==> src/rtl/gate_multi_multi_eval.sv <==
// rtl/gate_multi_multi_eval.sv - configurable multi-input gate with level/pulse/faulty modes and event counter
module gate_multi_multi_eval #(
    parameter int          INPUT_COUNT  = 2,
    parameter int          OUTPUT_COUNT = 2,
    parameter int          MODE         = 4,
    parameter int          OUT_MODE     = 0,
    parameter logic [15:0] LFSR_SEED    = 16'hACE1
) (
    input  logic                    clk,
    input  logic                    logic_reset,
    input  logic [INPUT_COUNT-1:0]  in,
    input  logic                    trig,
    output logic [OUTPUT_COUNT-1:0] out,
    output logic                    changed,
    output logic [15:0]             events
);

    localparam int          EFF_MODE   = (MODE >= 0 && MODE <= 6) ? MODE : 4;
    localparam bit          IS_FAULT   = (EFF_MODE == 6);
    localparam bit          PULSE_OUT  = IS_FAULT || (OUT_MODE == 1);
    localparam logic [15:0] SEED       = (LFSR_SEED == 16'h0000) ? 16'hACE1 : LFSR_SEED;
    localparam logic        RESULT_RST = (EFF_MODE == 2) || (EFF_MODE == 3) || (EFF_MODE == 5);

    logic        result_q, result_d;
    logic        prev_q;
    logic        pulse_q, pulse_d;
    logic        changed_q, changed_d;
    logic [15:0] events_q, events_d;
    logic [15:0] lfsr_q, lfsr_d, lfsr_next;
    logic        f_in;
    logic [5:0]  k;
    logic [21:0] scaled;
    logic        pass;

    always_comb begin
        case (EFF_MODE)
            0:       f_in = &in;
            1:       f_in = |in;
            2:       f_in = ~&in;
            3:       f_in = ~|in;
            5:       f_in = ~^in;
            default: f_in = ^in;
        endcase
    end

    always_comb begin
        k = 6'd0;
        for (int i = 0; i < INPUT_COUNT; i++) begin
            k = k + 6'(in[i]);
        end
    end

    // floor(lfsr*N / 2^16) < k is equivalent to lfsr*N < k*2^16
    assign scaled    = 22'(lfsr_q) * 22'(INPUT_COUNT);
    assign pass      = scaled < {k, 16'h0000};
    assign lfsr_next = {1'b0, lfsr_q[15:1]} ^ (lfsr_q[0] ? 16'hB400 : 16'h0000);

    always_comb begin
        result_d = IS_FAULT ? 1'b0 : f_in;
        pulse_d  = 1'b0;
        if (IS_FAULT) begin
            pulse_d = trig && pass;
        end else if (PULSE_OUT) begin
            pulse_d = (f_in != result_q);
        end
        // level mode reports a change one clock after it shows on out
        changed_d = PULSE_OUT ? pulse_d : (result_q != prev_q);
        events_d  = (changed_d && events_q != 16'hFFFF) ? events_q + 16'd1 : events_q;
        lfsr_d    = (IS_FAULT && trig) ? lfsr_next : lfsr_q;
    end

    always_ff @(posedge clk or negedge logic_reset) begin
        if (!logic_reset) begin
            result_q  <= IS_FAULT ? 1'b0 : RESULT_RST;
            prev_q    <= IS_FAULT ? 1'b0 : RESULT_RST;
            pulse_q   <= 1'b0;
            changed_q <= 1'b0;
            events_q  <= 16'h0000;
            lfsr_q    <= SEED;
        end else begin
            result_q  <= result_d;
            prev_q    <= result_q;
            pulse_q   <= pulse_d;
            changed_q <= changed_d;
            events_q  <= events_d;
            lfsr_q    <= lfsr_d;
        end
    end

    assign out     = {OUTPUT_COUNT{PULSE_OUT ? pulse_q : result_q}};
    assign changed = changed_q;
    assign events  = events_q;

endmodule

==> config.mk <==
export PLATFORM = sky130hd
export DESIGN_NAME = gate_multi_multi_eval
export DESIGN_NICKNAME = d
export VERILOG_FILES = /design/src/rtl/gate_multi_multi_eval.sv
export SDC_FILE = /design/constraint.sdc
export NUM_CORES = 1
export LEC_CHECK = 0
export CORE_ASPECT_RATIO = 0.8
export CORE_MARGIN = 1
export CORE_UTILIZATION = 46
export DETAILED_ROUTE_END_ITERATION = 7
export HOLD_SLACK_MARGIN = 0.1
export PLACE_DENSITY_LB_ADDON = 0.3
export SYNTH_ARGS = -nofsm -noshare
export SYNTH_HDL_FRONTEND = slang
export SYNTH_SLANG_ARGS = --single-unit
==> constraint.sdc <==
create_clock -name clk -period 2 [get_ports clk]
set_input_delay 0.3 -clock clk [delete_from_list [all_inputs] [get_ports clk]]
set_output_delay 0.3 -clock clk [all_outputs]
set_load 0.01 [all_outputs]
==> flow_summary_export.csv <==
group,metric,value,unit
floorplan,die_h,41.1,µm
finish,final_util,66.7,%
logic_synthesis,yosys_warnings,0,
floorplan,boundaryPins,24,
pwr,netSwitchingFraction,32.7,%
pwr,seqPwrFrac,49.8,%
logic_synthesis,synth_area_leaders,"dfrtp_1 54%, xor2_1 8.0%, xnor2_1 7.0%, nand4_1 3.6%, nand3_1 2.9%",
placed_design,io_buffers,22,
sta,finalHoldWorstSlack,0.334,ns
route,ant_nets,0,
worst_setup_path,cp-start-kind,"flip-flop",
finish,nets,109,
sta,skew,0.00152,ns
floorplan,row_count,13,
global_route,grt_max_degree,20,
logic_synthesis,postSynthAreaPerCell,11.2,µm²
logic_synthesis,ys_seq_elements,19,
pwr,p_clk_share,16.6,%
pwr,powerDensity,992,nW/µm²
sta,setup_viol,0,
sta,timing.final.crit_share,87.9,%
pwr,p_total,1.13,mW
worst_setup_path,r2r_slack,0.24,ns
sta,rsz0062_at_grt,"false",
placed_design,dpl.hpwl,1130,µm
logic_synthesis,synth.net_count,84,
cts,cts-resized-gates,0,
sta,finalSetupTns,0,ns
logic_synthesis,synth_cells,78,
route,drtPass1Iterations,4,
sta,layout_min_cycle_time,1.76,ns
floorplan,dieArea,2090,µm²
route,drt_iter0_markers,6,
logic_synthesis,yosysUniqueCellTypes,25,
worst_setup_path,reg2reg_depth,4,
floorplan,start_util,51.4,%
global_route,grt_pass1_wl,2550,µm
logic_synthesis,synth_top_area_share,54.2,%
logic_synthesis,synth.largest_area_cell,"dfrtp_1",
worst_setup_path,cp.required,2.22,ns
worst_setup_path,critPathKind,"reg -> reg",
worst_setup_path,arrival,1.98,ns
pwr,ir_drop,0.571,mV
worst_setup_path,end_kind,"flip-flop",
logic_synthesis,synth.most_common_cell,"dfrtp_1",
route,drc_errors,0,
cts,cts_tree,"built",
cts,cts_setup_buffers,0,
cts,cts_made_buffers,3,
placed_design,post-place-cells,120,
pwr,combPwrFrac,33.6,%
finish,syn_to_final_growth,30.0,%
logic_synthesis,syn_area,877,µm²
worst_setup_path,crit_fanout,7,
cts,cts_buffer_depth,2,
hold_path,hp-class,"in -> async",
logic_synthesis,ys_seq_area_share,54.2,%
logic_synthesis,synthFlopType,"dfrtp_1",
cts,cts-root-buf,"clkbuf_4",
logic_synthesis,synth_common_cells,"19 x dfrtp_1, 8 x xor2_1, 7 x xnor2_1, 5 x nand3_1, 5 x nand4_1",
global_route,grt_pass1_vias,569,
route,routedWlPerCell,12.4,µm
sta,worst_slew_pin_slew,0.532,ns
outcome,outcome,"finished clean",
pwr,p_leak,0.477,nW
sta,relSlewSlack,64.3,%
cts,cts_sinks,19,
logic_synthesis,synth-edff-count,0,
pwr,power.internal,761,µW
global_route,track_usage,17.8,%
finish,num_antenna_cells,0,
pwr,power.switching,370,µW
sta,maxSlewViolCount,0,
sta,max_freq,569,MHz
route,routed_via_density,5.36,
job,cap_violations,0,
sta,final_hold_viol_count,0,
route,num_vias,665,
finish,drive_gt1_share,6.86,%
logic_synthesis,async_flop_share,100,%
floorplan,core_area,1710,µm²
cts,holdBufCountCts,0,
route,wirelength,1540,µm
floorplan,fp.dieW,50.8,µm
global_route,antenna_found_initial,0,
cts,htree_levels,1,
global_route,grt_overflow,0,
finish,stdcell_count,124,
cts,clk_latency,0.29,ns
placed_design,gp_congestion,0.727,
cts,clkSlewWorstSetupHoldPaths,0.10,ns
## worst max-delay path: stages (launching register included)
cell,delay [ns]
dfrtp_1,0.43
xnor2_1,0.20
or3b_1,0.52
nor4_1,0.37
xor2_1,0.18
## power by group through the flow
stage	Combinational, mW	Clock [mW]	Sequential, mW
finish	0.380	0.188	0.563
global route	0.417	0.212	0.578
CTS	0.382	0.194	0.561
detailed placement	0.381	0	0.570
global placement	0.372	0	0.565
floorplan	0.155	0	0.591
## cell usage in the layout (no fill, tap or decap), drive strengths merged
cell type,netlist,final
inv,3,3
or3b,1,1
nand4,5,5
and2,1,1
and3,1,1
clkdlybuf4s50,0,22
mux2,1,1
nor2,3,3
dfrtp,19,19
a2111oi,1,1
ha,1,1
a31oi,1,1
clkbuf,1,4
or3,1,1
xnor2,7,7
o21ba,1,1
nand2,4,4
o311a,1,1
a211oi,2,2
nor4,1,1
a21oi,3,3
and4,1,1
buf,2,1
xor2,8,8
nor3,4,4
nand3,5,5
## per-layer routing
metal	share of wire, %	GRT usage [%]
met5	0	0
met4	0.91	6.25
met3	6.3	6.67
met2	45	28.7
met1	48	22.4
## cells by family (layout without fill, tap and decap cells)
family	Yosys count	in the layout	synth area share (%)
xor+xnor	15	15	15.0
buf+inv	6	30	3.42
simple gates	27	27	16.5
flops	19	19	54.2
mux	1	1	1.28
compound gates	9	9	8.13
fa+ha+maj	1	1	1.43
## path summary, 6_finish.rpt
path | startpoint | to
worst max-delay path | result_q | events[11]
worst min-delay path | logic_reset | events[2]
worst max register to register | result_q | events[11]
worst min register to register | result_q | prev_q
max in group asynchronous | logic_reset | events[4]
min in group clk | result_q | prev_q
## registers in the layout, indices dropped and copies added, names as in the netlist
register  cells
events       16
prev_q        1
changed       1
result_q      1
## per-stage QoR
| stage | cell area, µm² | setup WS, ns |
|---|---|---|
| after floorplan | 877 | 0.355 |
| after global placement | 1110 | 0.280 |
| after detailed placement | 1110 | 0.250 |
| after CTS | 1140 | 0.226 |
| after global routing | 1140 | 0.108 |
| final | 1140 | 0.242 |
## layout make-up
cell class	count	area [µm²]
clock buffer	4	26.3
timing repair buffer	23	228
sequential	19	475
fill	147	568
tap	22	27.5
multi-input combinational	53	372
inverter	3	11.3
Power figures use the tool's default switching activity.
